## config.mk

```make
export PLATFORM = sky130hd
export DESIGN_NAME = bht_update_ctrl
export DESIGN_NICKNAME = d
export VERILOG_FILES = /design/src/rtl/bht_update_ctrl_pkg.sv /design/src/rtl/bht_update_ctrl_evt_fifo.sv /design/src/rtl/bht_update_ctrl.sv
export SDC_FILE = /design/constraint.sdc
export NUM_CORES = 1
export LEC_CHECK = 0
export BUFFER_PORTS_ARGS = -buffer_cell sky130_fd_sc_hd__buf_2
export CAP_MARGIN = 0
export CORE_MARGIN = 5
export CORE_UTILIZATION = 50
export DETAILED_ROUTE_END_ITERATION = 8
export PLACE_DENSITY = 0.82
export REMOVE_ABC_BUFFERS = 1
export SLEW_MARGIN = 15
export SYNTH_ARGS = -nofsm -noshare
export SYNTH_HDL_FRONTEND = slang
export SYNTH_SLANG_ARGS = --single-unit
export TNS_END_PERCENT = 50
```

## constraint.sdc

```tcl
create_clock -name clk -period 4.7 [get_ports clk]
set_input_delay 0.94 -clock clk [delete_from_list [all_inputs] [get_ports clk]]
set_output_delay 0.94 -clock clk [all_outputs]
set_load 0.05 [all_outputs]
```

## src/rtl/bht_update_ctrl_pkg.sv

```systemverilog
// -----------------------------------------------------------------------------
// bht_update_ctrl_pkg
// Constants shared by the BHT update controller and the branch predictor:
// 2-bit counter encodings, the BHT index width, the PC bit range that forms
// the index (so both sides index identically) and the controller state
// encodings.
// -----------------------------------------------------------------------------
package bht_update_ctrl_pkg;

    // 2-bit saturating counter encodings
    localparam logic [1:0] STRONG_T  = 2'b11;
    localparam logic [1:0] WEAK_T    = 2'b10;
    localparam logic [1:0] WEAK_NT   = 2'b01;
    localparam logic [1:0] STRONG_NT = 2'b00;

    // BHT geometry: index = pc[BHT_IDX_MSB:BHT_IDX_LSB]
    localparam int BHT_IDX_W   = 8;
    localparam int BHT_IDX_LSB = 2;
    localparam int BHT_IDX_MSB = BHT_IDX_W + BHT_IDX_LSB - 1;

    // Controller states
    typedef enum logic {
        INIT = 1'b0,
        RUN  = 1'b1
    } bht_state_e;

endpackage

```

## src/rtl/bht_update_ctrl_evt_fifo.sv

```systemverilog
// -----------------------------------------------------------------------------
// bp_evt_fifo
// Two-write / one-read FIFO of resolved-branch events. Write port 0 lands
// ahead of write port 1 when both fire in one cycle; if only port 1 fires it
// takes the tail slot. Callers must never write more than the free space.
//
// Ports:
//   clk, rst            clock, synchronous active-high reset (pointers/count)
//   wr0_en, wr0_data    older write
//   wr1_en, wr1_data    younger write
//   rd_en               pop the head entry
//   rd_data             head entry (valid when count != 0)
//   count               number of occupied entries, 0..DEPTH
// -----------------------------------------------------------------------------
module bp_evt_fifo #(
    parameter int DATA_W = 9,
    parameter int DEPTH  = 4
) (
    input  logic                       clk,
    input  logic                       rst,
    input  logic                       wr0_en,
    input  logic [DATA_W-1:0]          wr0_data,
    input  logic                       wr1_en,
    input  logic [DATA_W-1:0]          wr1_data,
    input  logic                       rd_en,
    output logic [DATA_W-1:0]          rd_data,
    output logic [$clog2(DEPTH):0]     count
);

    localparam int PTR_W = $clog2(DEPTH);
    localparam int CNT_W = PTR_W + 1;

    logic [DATA_W-1:0] mem_q [DEPTH];
    logic [PTR_W-1:0]  head_q, head_d;
    logic [PTR_W-1:0]  tail_q, tail_d;
    logic [PTR_W-1:0]  wr1_ptr;
    logic [CNT_W-1:0]  count_q, count_d;

    always_comb begin
        // Port 1 follows port 0 only when port 0 actually wrote
        wr1_ptr = tail_q + PTR_W'(wr0_en);
        tail_d  = tail_q + PTR_W'(wr0_en) + PTR_W'(wr1_en);
        head_d  = head_q + PTR_W'(rd_en);
        count_d = count_q + CNT_W'(wr0_en) + CNT_W'(wr1_en) - CNT_W'(rd_en);
    end

    always_ff @(posedge clk) begin
        if (rst) begin
            head_q  <= '0;
            tail_q  <= '0;
            count_q <= '0;
        end else begin
            head_q  <= head_d;
            tail_q  <= tail_d;
            count_q <= count_d;
        end
    end

    // Storage carries no reset; occupancy is tracked by count_q alone
    always_ff @(posedge clk) begin
        if (wr0_en) mem_q[tail_q]  <= wr0_data;
        if (wr1_en) mem_q[wr1_ptr] <= wr1_data;
    end

    assign rd_data = mem_q[head_q];
    assign count   = count_q;

endmodule

```

## src/rtl/bht_update_ctrl.sv

```systemverilog
// -----------------------------------------------------------------------------
// bht_update_ctrl
// Sequences every write into the 2-bit branch history table. After reset it
// sweeps all entries to STRONG_NT (one per rdy cycle), then accepts up to two
// committed branch outcomes per cycle into a small FIFO and drains them to
// the predictor's single update port, one per rdy cycle.
//
// Build option: define BP_STATS_EN to add saturating branch / mispredict
// counters (stat_branches, stat_mispred). Without it the c*_pred inputs are
// unused.
//
// Ports:
//   clk, rst                 clock, synchronous active-high reset
//   rdy                      global enable; low freezes all state
//   c0_*/c1_*                commit slots 0 (older) and 1 (younger)
//   commit_ready             >= 2 free FIFO slots and sweep complete
//   upd_valid/idx/taken      BHT training write
//   init_valid/init_idx      clear-to-STRONG_NT write during the sweep
//   bp_ready                 sweep complete, predictions usable
//   stat_branches/mispred    (BP_STATS_EN) event counters
// -----------------------------------------------------------------------------
module bht_update_ctrl
    import bht_update_ctrl_pkg::*;
#(
    parameter int IDX_W      = BHT_IDX_W,
    parameter int FIFO_DEPTH = 4,
    parameter int ADDR_W     = 32
) (
    input  logic              clk,
    input  logic              rst,
    input  logic              rdy,
    input  logic              c0_valid,
    input  logic [ADDR_W-1:0] c0_pc,
    input  logic              c0_taken,
    input  logic              c0_pred,
    input  logic              c1_valid,
    input  logic [ADDR_W-1:0] c1_pc,
    input  logic              c1_taken,
    input  logic              c1_pred,
    output logic              commit_ready,
    output logic              upd_valid,
    output logic [IDX_W-1:0]  upd_idx,
    output logic              upd_taken,
    output logic              init_valid,
    output logic [IDX_W-1:0]  init_idx,
    output logic              bp_ready
`ifdef BP_STATS_EN
    ,
    output logic [31:0]       stat_branches,
    output logic [31:0]       stat_mispred
`endif
);

    localparam int CNT_W = $clog2(FIFO_DEPTH) + 1;
`ifdef BP_STATS_EN
    localparam int ENT_W = IDX_W + 2;   // {idx, taken, pred}
`else
    localparam int ENT_W = IDX_W + 1;   // {idx, taken}
`endif

    bht_state_e        state_q, state_d;
    logic [IDX_W-1:0]  init_idx_q, init_idx_d;
    logic [CNT_W-1:0]  fifo_count;
    logic [ENT_W-1:0]  ent0, ent1, head_ent;
    logic [IDX_W-1:0]  c0_idx, c1_idx;
    logic              push0, push1, pop;
    logic              unused_bits;

    assign c0_idx = c0_pc[IDX_W+BHT_IDX_LSB-1:BHT_IDX_LSB];
    assign c1_idx = c1_pc[IDX_W+BHT_IDX_LSB-1:BHT_IDX_LSB];

`ifdef BP_STATS_EN
    assign ent0 = {c0_idx, c0_taken, c0_pred};
    assign ent1 = {c1_idx, c1_taken, c1_pred};
    assign unused_bits = ^{c0_pc[ADDR_W-1:IDX_W+BHT_IDX_LSB], c0_pc[BHT_IDX_LSB-1:0],
                           c1_pc[ADDR_W-1:IDX_W+BHT_IDX_LSB], c1_pc[BHT_IDX_LSB-1:0],
                           head_ent[0]};
`else
    assign ent0 = {c0_idx, c0_taken};
    assign ent1 = {c1_idx, c1_taken};
    assign unused_bits = ^{c0_pc[ADDR_W-1:IDX_W+BHT_IDX_LSB], c0_pc[BHT_IDX_LSB-1:0],
                           c1_pc[ADDR_W-1:IDX_W+BHT_IDX_LSB], c1_pc[BHT_IDX_LSB-1:0],
                           c0_pred, c1_pred};
`endif

    // State register; rdy low freezes the sweep and the state
    always_ff @(posedge clk) begin
        if (rst) begin
            state_q    <= INIT;
            init_idx_q <= '0;
        end else if (rdy) begin
            state_q    <= state_d;
            init_idx_q <= init_idx_d;
        end
    end

    always_comb begin
        state_d      = state_q;
        init_idx_d   = init_idx_q;
        init_valid   = 1'b0;
        bp_ready     = 1'b0;
        commit_ready = 1'b0;
        upd_valid    = 1'b0;
        case (state_q)
            INIT: begin
                init_valid = 1'b1;
                // Index wraps back to 0 as the last entry is written
                init_idx_d = init_idx_q + 1'b1;
                if (&init_idx_q) state_d = RUN;
            end
            RUN: begin
                bp_ready     = 1'b1;
                commit_ready = (fifo_count <= CNT_W'(FIFO_DEPTH - 2));
                upd_valid    = (fifo_count != '0);
            end
            default: state_d = INIT;
        endcase
    end

    // Events offered while not ready are dropped here
    assign push0 = rdy && commit_ready && c0_valid;
    assign push1 = rdy && commit_ready && c1_valid;
    assign pop   = rdy && upd_valid;

    bp_evt_fifo #(
        .DATA_W (ENT_W),
        .DEPTH  (FIFO_DEPTH)
    ) u_fifo (
        .clk      (clk),
        .rst      (rst),
        .wr0_en   (push0),
        .wr0_data (ent0),
        .wr1_en   (push1),
        .wr1_data (ent1),
        .rd_en    (pop),
        .rd_data  (head_ent),
        .count    (fifo_count)
    );

    assign upd_idx   = head_ent[ENT_W-1 -: IDX_W];
    assign upd_taken = head_ent[ENT_W-1-IDX_W];
    assign init_idx  = init_idx_q;

`ifdef BP_STATS_EN
    logic [31:0] stat_br_q, stat_br_d;
    logic [31:0] stat_mp_q, stat_mp_d;

    function automatic logic [31:0] sat_add(input logic [31:0] a, input logic [1:0] inc);
        logic [32:0] s;
        s = {1'b0, a} + {31'd0, inc};
        return s[32] ? 32'hFFFF_FFFF : s[31:0];
    endfunction

    always_comb begin
        stat_br_d = sat_add(stat_br_q, {1'b0, push0} + {1'b0, push1});
        stat_mp_d = sat_add(stat_mp_q, {1'b0, push0 && (c0_taken != c0_pred)}
                                     + {1'b0, push1 && (c1_taken != c1_pred)});
    end

    always_ff @(posedge clk) begin
        if (rst) begin
            stat_br_q <= '0;
            stat_mp_q <= '0;
        end else begin
            stat_br_q <= stat_br_d;
            stat_mp_q <= stat_mp_d;
        end
    end

    assign stat_branches = stat_br_q;
    assign stat_mispred  = stat_mp_q;
`endif

    // The ROB must hold commits while commit_ready is low
    a_no_commit_when_full: assert property (@(posedge clk) disable iff (rst)
        (rdy && !commit_ready) |-> !(c0_valid || c1_valid));

endmodule

```

==> run metrics, run 1 <==
vias post-DR 1737; maximum VDD drop 161 uV; hold_sp init_idx[5]$_SDFFE_PP0P_; Num CTS Buffers 5; CTS tree done; hpwl dp 3670 um; crit path cell chain inv_1 > ha_1 > nor2_1 > nor2_1 > ha_1 > xnor2_1 > a32oi_1 > nor2_1; Reg clk slew, reported paths 0.09 ns; Nets 320; Max Freq 0.316 GHz; Critical Path Start Type flop; final hold vios 0; # diodes 0; status completed; Slew @ Worst Pin 0.930 ns; register area 1400 sq um; critical path class reg -> reg; Die Area 6890 sq um; Setup WS post-layout 1.53 ns; gpl congestion 0.841; Cells after Synth 193; max cap viols 0; min-delay worst type reg -> reg; H-tree levels 2; post-synth top area cell edfxtp_1; Tot Pwr 0.804 mW; area grow syn2layout 14.6%; setup TNS 0 ns; slowest cell on the critical path nor2_1; global route overflow 0; Final setup viols 0; max_slew headroom 0.378; CTS Root Cell clkbuf_8; worst-path fanout max 9; Clock Tree Buf Depth 2; DIE WIDTH 83.0 um; power per standard cell area 263 nW/um^2; Routed Antenna Nets 0; Max Slew Vio Count 0; PostCTS Resize Cnt 0; vias in the first global route 1912; Unique masters post-synth 37; Multi-input gate area 1200 sq um; drt total wl 5240 um; CP max stage delay 0.72 ns; sequential element share of the synthesized area 0.526; Min-Delay Path Depth 2; Tcrit/Tclk final 0.674; DRT iter0 DRCs 109; Clk Latency, worst-skew pair 0.31 ns; layout cells sized above 1 0.446; worst path bufs/invs 1; first-pass GRT wire length 8990 um; largest net degree at the start of global routing 18; ranking of synthesized cells by area edfxtp_1 (41%), mux2_2 (16%), dfxtp_1 (12%), mux4_2 (7.6%), ha_1 (2.8%); Reg2Reg Depth 8; P_leak 1.12 nW; postcts setup bufs 0; drt pass-1 iters 4; CP endpoint kind flop; initial antenna violation count 0; vias per cell 5.60; Initial Util 0.518; DRC Markers 0; Rows 26; Worst Hold Path EP init_idx[5]$_SDFFE_PP0P_; Worst R2R Start u_fifo.count[1]$_SDFF_PP0_; Final min period 3.17 ns; Routed WL per cell 16.9 um; Clock Skew 0.00810 ns; CP top delay family simple AND/OR/NAND/NOR gates; I/O Buffers 43; # IOs 94; RR Endpoint u_fifo.mem_q[1][4]$_DFFE_PP_; Die Height 83.0 um; Synth top area share 0.406; R2R setup slack 1.53 ns; Syn. warnings 0; worst endpoint required time 4.63 ns; clk sinks 52; Post-Syn Area 2660 sq um; crit path DAT 3.10 ns; fill count 432; CTS Hold Buffers Added 0; Yosys reg bits 52; Avg Cell Area, Syn 13.8 sq um; cell mode on critical path nor2_1; pre-CTS setup slack 1.48 ns; RSZ-0062 raised after global routing false; Tot GR Track Use 0.164; core area 5140 sq um
[flip-flops by register name (all words and copies together), names as in the netlist]
name / flops
u_fifo.mem_q: 36
u_fifo.tail_q: 2
u_fifo.count: 3
state_q: 1
u_fifo.head_q: 2
init_idx: 8
[where the power goes]
group          internal, mW  switching (mW)  total [mW]  leakage [nW]
clock                 0.120           0.145       0.265        0.0445
sequential            0.490         0.00204       0.492         0.453
combinational        0.0222          0.0254      0.0476         0.624
total                 0.632           0.172       0.804          1.12
[synthesized netlist by cell type, drive strengths merged]
master	n
mux2	37
edfxtp	36
dfxtp	16
nor2	13
inv	9
mux4	9
a21oi	7
nor2b	7
ha	6
buf	5
or3	5
xnor2	5
nand2	4
nand3	4
o211ai	4
o21ai	3
clkbuf	2
fa	2
nand4b	2
o31ai	2
xor2	2
a32oi	1
and2	1
and3	1
and4	1
and4b	1
mux2i	1
nand3b	1
nand4	1
nor3	1
nor3b	1
nor4	1
or2	1
or4	1
[per-stage QoR]
| stage | cell area (sq um) | utilization | hold slack, ns | std cells |
|---|---|---|---|---|
| floorplan | 2630 | - | 0.629 | 186 |
| global placement | 2960 | 0.575 | 0.483 | 302 |
| detailed placement | 2960 | 0.575 | 0.493 | 302 |
| CTS | 3050 | 0.594 | 0.511 | 310 |
| global route | 3050 | 0.594 | 0.543 | 310 |
| finish | 3050 | 0.594 | 0.510 | 310 |
[how the worst max path moves through the flow]
| stage | start | to | depth (start not counted) |
|---|---|---|---|
| 5_1_grt | u_fifo.count[1]$_SDFF_PP0_ | u_fifo.mem_q[1][8]$_DFFE_PP_ | 8 |
| 4_1_cts | u_fifo.count[1]$_SDFF_PP0_ | u_fifo.mem_q[1][0]$_DFFE_PP_ | 8 |
| 3_5_place_dp | rdy | u_fifo.mem_q[1][5]$_DFFE_PP_ | 7 |
| 3_3_place_gp | rdy | u_fifo.mem_q[1][5]$_DFFE_PP_ | 7 |
| 6_report | u_fifo.count[1]$_SDFF_PP0_ | u_fifo.mem_q[1][4]$_DFFE_PP_ | 8 |
| 2_1_floorplan | state_q$_SDFFE_PP0P_ | u_fifo.count[2]$_SDFF_PP0_ | 9 |
[routing by layer]
layer  vias to the layer above  global-route usage  wire (um)
li1                        821                   -          -
met1                       865               0.192       2210
met2                        44               0.281       2670
met5                         -                   0          0
met4                         0              0.0594         63
met3                         7              0.0525        292
[cells by family (layout without fill, tap and decap cells)]
logic type,after synthesis,in the layout,share of synthesized area
AOI/OAI and AO/OA,17,17,0.0465
xor gates and xnor gates,7,7,0.0258
adders and majority gates,8,8,0.0432
buffers and inverters,16,63,0.0244
DFF,52,52,0.526
muxes,47,47,0.236
and+or+nand+nor,46,46,0.0977
[area by class of cell]
type / instances / area share
Tap cell: 70 / 0.0287
Clock inverter: 1 / 0.00246
Inverter: 9 / 0.0111
Multi-Input combinational cell: 125 / 0.392
Timing Repair Buffer: 46 / 0.0779
Clock buffer: 7 / 0.0283
Sequential cell: 52 / 0.459
[placed cells by master (no fill, tap or decap), types with 7 or more instances in the layout]
cell	count
edfxtp_1	36
nor2_1	13
a21oi_1	7
inv_1	9
nor2b_1	7
mux4_2	9
buf_2	43
dfxtp_1	16
mux2_2	37
[worst min-delay path, cell delays in order, from the launching register on]
cell	delay (ns)
dfxtp_1	0.35
o31ai_1	0.07
a21oi_1	0.05
(Power assumes the default switching activity.)
==> run 2, diff against run 1 <==
--- a/config.mk
+++ b/config.mk
@@ -5,12 +5,13 @@
 export SDC_FILE = /design/constraint.sdc
 export NUM_CORES = 1
 export LEC_CHECK = 0
+export ABC_AREA = 1
 export BUFFER_PORTS_ARGS = -buffer_cell sky130_fd_sc_hd__buf_2
 export CAP_MARGIN = 0
 export CORE_MARGIN = 5
-export CORE_UTILIZATION = 50
+export CORE_UTILIZATION = 46
 export DETAILED_ROUTE_END_ITERATION = 8
-export PLACE_DENSITY = 0.82
+export PLACE_DENSITY = 0.78
 export REMOVE_ABC_BUFFERS = 1
 export SLEW_MARGIN = 15
 export SYNTH_ARGS = -nofsm -noshare
==> constraint.sdc (replaced) <==
create_clock -name clk -period 2.8 [get_ports clk]
set_input_delay 0.56 -clock clk [delete_from_list [all_inputs] [get_ports clk]]
set_output_delay 0.56 -clock clk [all_outputs]
set_load 0.05 [all_outputs]
==> run metrics, run 2 <==
status completed; core area 6350 sq um (+24%); critical path class reg -> reg; NetSw 0.331 mW (+92%); crit path DAT 2.35 ns (-0.75 ns); simple-gate portion of the synthesized area 0.244 (+0.147); vias post-DR 2544 (+46%); most frequent cells in the layout nand2_1 (56), nand3_1 (43), buf_2 (43), o21bai_1 (36), edfxtp_1 (36); Num CTS Buffers 5 (unchanged); postcts setup bufs 0 (unchanged); H-tree levels 2 (unchanged); Tot Pwr 1.38 mW (+71%); switching part of the total 0.240 (+0.0264); Max Slew Vio Count 0 (unchanged); Die Area 8260 sq um (+20%); Clock Tree Buf Depth 2 (unchanged); Largest register FFs 36 (unchanged); CTS Hold Buffers Added 0 (unchanged); PostCTS Resize Cnt 0 (unchanged); register area 1400 sq um (unchanged); clock share of power 0.330 (about the same); Critical Path Start u_fifo.count[1]$_SDFF_PP0_; CP endpoint kind flop; layout cells sized above 1 0.220 (-0.226); cell-internal power 1.05 mW (+65%); top post-synthesis cells by count nand2_1 (56), nand3_1 (43), edfxtp_1 (36), o21bai_1 (36), nor2_1 (35); Comb pwr share 0.070 (+0.011); Final min period 2.39 ns (-0.781 ns); fill count 564 (+31%); global route overflow 0 (unchanged); final core utilization 0.539 (-0.0546); CTS tree done; sequential element share of the synthesized area 0.466 (-0.0604); Clock Skew 0.00937 ns (+0.00128 ns); DIE WIDTH 90.9 um (+9.5%); clk sinks 52 (unchanged); largest net degree at the start of global routing 37 (+19); I/O Buffers 43 (unchanged); Cells after Synth 342 (+77%); Top FF cell, synth edfxtp_1; gpl congestion 0.839 (-0.23%); Critical Path Start Type flop; DRC Markers 0 (unchanged); Post-Syn Area 3010 sq um (+13%); Nets 475 (+48%); worst endpoint required time 2.76 ns (-1.87 ns); Worst R2R Start u_fifo.count[1]$_SDFF_PP0_; number of synthesized flops with an enable pin 36 (unchanged); Multi-input gate area 1350 sq um (+13%); min-delay worst type reg -> reg; vias in the first global route 2410 (+26%); # diodes 0 (unchanged); Slew @ Worst Pin 0.564 ns (-0.366 ns); Rows 29 (+12%); Routed WL per cell 14.9 um (-12%); Post-Synth Adder-Cell Area 0.0383 (-0.00496); hold_sp init_idx[6]$_SDFFE_PP0P_; Reg clk slew, reported paths 0.10 ns (about the same); final hold vios 0 (unchanged); commonest non-fill, non-tap cell in the layout nand2_1; maximum VDD drop 237 uV (+47%); Routed Antenna Nets 0 (unchanged); P_leak 1.45 nW (+29%); drt total wl 7040 um (+34%); Tot GR Track Use 0.170 (+0.00649); Unique masters post-synth 32 (-14%); FFs w/ async S/R, synth 0 (unchanged); Yosys reg bits 52 (unchanged); count leader, synth nand2_1; Max Freq 0.419 GHz (+33%); Setup WS post-layout 0.413 ns (-1.12 ns); initial antenna violation count 0 (unchanged); Final setup viols 0 (unchanged); RSZ-0062 raised after global routing false; largest family of logic cells by synthesized area simple AND/OR/NAND/NOR gates; pre-CTS setup slack 0.417 ns (-1.07 ns); vias per cell 5.39 (-3.8%); hpwl dp 4840 um (+32%); Avg Cell Area, Syn 8.80 sq um (-36%); Post-Synth XOR/XNOR Area 0.0116 (-0.0142); Sequential Power Share 0.601 (-0.011); register with the most flip-flops u_fifo.mem_q; Clk Latency, worst-skew pair 0.31 ns (about the same); Initial Util 0.474 (-0.0444); ranking of synthesized cells by area edfxtp_1 (36%), dfxtp_1 (11%), o21bai_1 (9.0%), nand3_1 (7.2%), nand2_1 (7.0%); post-synthesis mux area share 0 (-0.236); Synth top area share 0.359 (-0.0466); Syn. warnings 0 (unchanged); area grow syn2layout 13.8%; worst-path fanout max 9 (unchanged); post-synth top area cell edfxtp_1; CTS Root Cell clkbuf_8; power per standard cell area 402 nW/um^2 (+53%); DRT iter0 DRCs 186 (+71%); max_slew headroom 0.623 (+0.246); drt pass-1 iters 7 (+3); Die Height 90.9 um (+9.5%); post-synthesis compound-gate area fraction 0.154 (+0.107); max cap viols 0 (unchanged); # IOs 94 (unchanged); Tcrit/Tclk final 0.852 (+0.178); first-pass GRT wire length 11500 um (+28%)
-- run 2: cell types whose count changed after synthesis, sizes merged, moves of 5 or more --
cell and change:
or3 -5, nand2 +57, mux4 -9, nand3 +40
nor2 +27, o21ai +17, o21bai +36, inv +30
o22ai +9, mux2 -37, buf +6, nor2b -7
-- run 2: kinds of logic (layout without fill, tap and decap cells) --
family / Yosys count / after routing
buffers and inverters: 53 / 106
xor gates and xnor gates: 4 / 4
DFF: 52 / 52
AOI/OAI and AO/OA: 72 / 72
adders and majority gates: 8 / 8
and+or+nand+nor: 153 / 153
-- run 2: routing by layer --
| metal | GRT usage | share of wire | vias to the layer above |
|---|---|---|---|
| met4 | 0.0660 | 0.018 | 0 |
| met1 | 0.212 | 0.41 | 1179 |
| met2 | 0.294 | 0.51 | 94 |
| li1 | - | - | 1258 |
| met5 | 0 | 0 | - |
| met3 | 0.0283 | 0.066 | 13 |
-- run 2: metrics by stage --
stage	cells	TNS [ns]	hold slack, ns	instance area, sq um
after floorplan	328	-2.31	0.587	2900
after global placement	464	0	0.485	3330
after detailed placement	464	0	0.490	3330
after CTS	472	0	0.525	3420
after global routing	472	0	0.564	3420
final	472	0	0.517	3420
-- run 2: final timing paths --
path	slack, ns	to	cells past startpoint
setup / recovery	0.41	u_fifo.mem_q[2][7]$_DFFE_PP_	12
hold / removal	0.52	init_idx[6]$_SDFFE_PP0P_	2
setup reg to reg	0.41	u_fifo.mem_q[2][7]$_DFFE_PP_	12
hold reg to reg	0.52	init_idx[6]$_SDFFE_PP0P_	2
-- run 2: area by class of cell --
| type | count | area share |
|---|---|---|
| clock inverter | 3 | 0.00768 |
| multi-input combinational | 237 | 0.394 |
| clock buffer | 5 | 0.0201 |
| timing repair buffer | 59 | 0.0980 |
| tap | 77 | 0.0281 |
| inverter | 39 | 0.0428 |
| sequential | 52 | 0.409 |
-- run 2: worst max-delay path: stages, from the launching register on --
cell and delay (ns):
dfxtp_1 0.33, inv_1 0.12, ha_1 0.17, inv_1 0.07
nand2_4 0.09, nand3_4 0.10, nor2_2 0.13, ha_1 0.17
or2_1 0.11, nand2_2 0.10, nor2_1 0.20, nand2_1 0.08
nand2_1 0.38
-- run 2: power groups by stage --
stage | clock, mW | sequential (mW) | combinational [mW]
after CTS | 0.458 | 0.827 | 0.0959
final | 0.454 | 0.827 | 0.0958
after global routing | 0.483 | 0.827 | 0.106
after floorplan | 0 | 0.855 | 0.0451
after detailed placement | 0 | 0.844 | 0.0954
after global placement | 0 | 0.844 | 0.0902
==> run 3, diff against run 2 <==
--- a/config.mk
+++ b/config.mk
@@ -8,13 +8,16 @@
 export ABC_AREA = 1
 export BUFFER_PORTS_ARGS = -buffer_cell sky130_fd_sc_hd__buf_2
 export CAP_MARGIN = 0
+export CORE_ASPECT_RATIO = 1.4
 export CORE_MARGIN = 5
-export CORE_UTILIZATION = 46
+export CORE_UTILIZATION = 45
 export DETAILED_ROUTE_END_ITERATION = 8
+export GPL_TIMING_DRIVEN = 0
 export PLACE_DENSITY = 0.78
 export REMOVE_ABC_BUFFERS = 1
 export SLEW_MARGIN = 15
 export SYNTH_ARGS = -nofsm -noshare
 export SYNTH_HDL_FRONTEND = slang
+export SYNTH_HIERARCHICAL = 1
 export SYNTH_SLANG_ARGS = --single-unit
 export TNS_END_PERCENT = 50
==> run metrics, run 3 <==
Routed WL per cell 13.7 um (-8.1%); global route overflow 0 (unchanged); ranking of synthesized cells by area edfxtp_1 (39%), nand2_1 (16%), dfxtp_1 (12%), nor2_1 (6.5%), o21ai_0 (5.6%); pre-CTS setup slack -0.310 ns (-0.727 ns); count leader, synth nand2_1; FFs w/ async S/R, synth 0 (unchanged); Clk Latency, worst-skew pair 0.30 ns (about the same); max cap viols 0 (unchanged); Rows 33 (+14%); Tcrit/Tclk final 0.925 (+0.0731); Syn. warnings 6 (+6); hold_sp init_idx[4]$_SDFFE_PP0P_; Max Slew Vio Count 0 (unchanged); crit path cell chain inv_2 > o21ai_0 > o21ai_0 > buf_2; H-tree levels 2 (unchanged); Die Area 7850 sq um (-4.9%); CTS Root Cell clkbuf_8; placed insts 453 (-2.4%); worst endpoint required time 2.24 ns (-0.52 ns); Setup WS post-layout 0.209 ns (-0.205 ns); Yosys reg bits 52 (unchanged); Routed Antenna Nets 0 (unchanged); critical path class reg -> out; RSZ-0062 raised after global routing false; Placed Area 3060 sq um (-8.2%); cell mode on critical path o21ai_0; final hold vios 0 (unchanged); NetSw 0.294 mW (-11%); Num CTS Buffers 5 (unchanged); vias per cell 5.22 (-3.2%); Comb pwr share 0.056 (-0.014); Final setup viols 0 (unchanged); clk sinks 52 (unchanged); cell-internal power 1.12 mW (+6.7%); Critical Path Start Type flop; CP top delay family flip-flops; Sequential Power Share 0.585 (-0.016); Reg clk slew, reported paths 0.09 ns (about the same); top post-synthesis cells by count nand2_1 (121), nor2_1 (48), edfxtp_1 (36), o21ai_0 (31), inv_1 (24); Synth top area share 0.390 (+0.0306); I/O Buffers 43 (unchanged); worst path bufs/invs 2 (unchanged); Top FF cell, synth edfxtp_1; Largest register FFs 36 (unchanged); worst-path fanout max 21 (+12); Max Freq 0.386 GHz (-7.9%); register with the most flip-flops u_fifo/mem_q; drt pass-1 iters 4 (-3); Clock Skew 0.00556 ns (-0.00381 ns); Die Height 103 um (+13%); hpwl dp 4530 um (-6.6%); gpl congestion 0.773 (-7.9%); Cells after Synth 344 (+0.58%); # IOs 94 (unchanged); switching part of the total 0.208 (-0.0321); post-synth top area cell edfxtp_1; Nets 470 (-1.1%); first-pass GRT wire length 10600 um (-7.6%); crit path DAT 2.03 ns (-0.32 ns); Initial Util 0.466 (-0.00756); CTS Hold Buffers Added 0 (unchanged); final core utilization 0.538 (-0.000813); DRT iter0 DRCs 193 (+3.8%); sequential element share of the synthesized area 0.505 (+0.0397); vias in the first global route 2368 (-1.7%); Slew @ Worst Pin 0.788 ns (+0.223 ns); DRC Markers 0 (unchanged); Final Non-Filler Cells 461 (-2.3%); core area 5950 sq um (-6.4%); layout cells sized above 1 0.199 (-0.0208); status completed; min-delay worst type reg -> reg; fin area 3200 sq um (-6.5%); maximum VDD drop 274 uV (+16%); # diodes 0 (unchanged); postcts setup bufs 0 (unchanged); Avg Cell Area, Syn 8.06 sq um (-8.4%); number of synthesized flops with an enable pin 36 (unchanged); commonest non-fill, non-tap cell in the layout nand2_1; CP max stage delay 0.84 ns (+0.46 ns); Tot GR Track Use 0.169 (-0.00171); power per standard cell area 440 nW/um^2 (+9.5%); largest net degree at the start of global routing 22 (-41%); max_slew headroom 0.474 (-0.149); vias post-DR 2406 (-5.4%); Critical Path Start u_fifo/head_q[0]$_SDFF_PP0_; Hold WS 0.541 ns (+0.0247 ns); drt total wl 6320 um (-10%); clock share of power 0.359 (+0.029); CP endpoint kind output port; area grow syn2layout 15.4%; Unique masters post-synth 26 (-19%); Clock Tree Buf Depth 2 (unchanged); initial antenna violation count 0 (unchanged); P_leak 1.42 nW (-1.8%); DIE WIDTH 76.3 um (-16%); Post-Syn Area 2770 sq um (-7.9%); Final min period 2.59 ns (+0.205 ns); slowest cell on the critical path dfxtp_1; CTS tree done; most frequent cells in the layout nand2_1 (121), nor2_1 (46), buf_2 (43), edfxtp_1 (36), o21ai_0 (27); Worst R2R Start state_q$_SDFFE_PP0P_
-- run 3: per-stage QoR --
step                      TNS, ns  power (mW)
after floorplan            -68.00       0.882
after global placement     -32.77       0.918
after detailed placement    -4.03       0.921
after CTS                       0        1.42
after global routing            0        1.47
final                           0        1.41
-- run 3: per-layer routing --
layer	track usage	vias to the layer above	part of all wire	routed length [um]
li1	-	1205	-	-
met1	0.182	1090	0.37	2360
met2	0.319	100	0.53	3350
met3	0.0288	11	0.076	483
met4	0.0808	0	0.020	124
met5	0	-	0	0
-- run 3: what timing repair did --
action                     CTS  global route
resized for setup            4             4
setup endpoints to repair   21            28
hold endpoints to repair     0             0
-- run 3: power groups by stage --
stage | logic (mW) | registers [mW] | clock network [mW]
4_1_cts | 0.0787 | 0.824 | 0.512
2_1_floorplan | 0.0313 | 0.851 | 0
3_3_place_gp | 0.0756 | 0.842 | 0
6_report | 0.0791 | 0.825 | 0.506
5_1_grt | 0.0887 | 0.825 | 0.554
3_5_place_dp | 0.0784 | 0.842 | 0
-- run 3: kinds of logic after synthesis --
logic type / count (synthesis) / share of synthesized area
AND/OR/NAND/NOR: 207 / 0.319
flip-flops: 52 / 0.505
AO/OA/AOI/OAI: 39 / 0.0731
buffers and inverters: 37 / 0.0591
adder cells (fa/ha/maj): 7 / 0.0370
XOR/XNOR: 2 / 0.00632
-- run 3: tightest hold or removal path, delay by kind of cell (launching register included) --
kind | cells | cell delay (ns)
flops | 1 | 0.35
simple gates | 2 | 0.16
-- run 3: area by class of cell --
type / count / area [sq um]
Tap cell: 70 / 87.6
Multi-Input combinational cell: 255 / 1250
Clock inverter: 2 / 35.0
Timing Repair Buffer: 47 / 249
Inverter: 29 / 109
Clock buffer: 6 / 72.6
Sequential cell: 52 / 1400
Fill cell: 548 / 2750
-- run 3: path summary, 6_finish.rpt --
path / endpoint / slack [ns] / cells past startpoint
hold reg to reg: init_idx[4]$_SDFFE_PP0P_ / 0.54 / 2
setup / recovery: upd_idx[3] / 0.21 / 4
setup reg to reg: u_fifo/count[2]$_SDFF_PP0_ / 0.24 / 12
hold / removal: init_idx[4]$_SDFFE_PP0P_ / 0.54 / 2
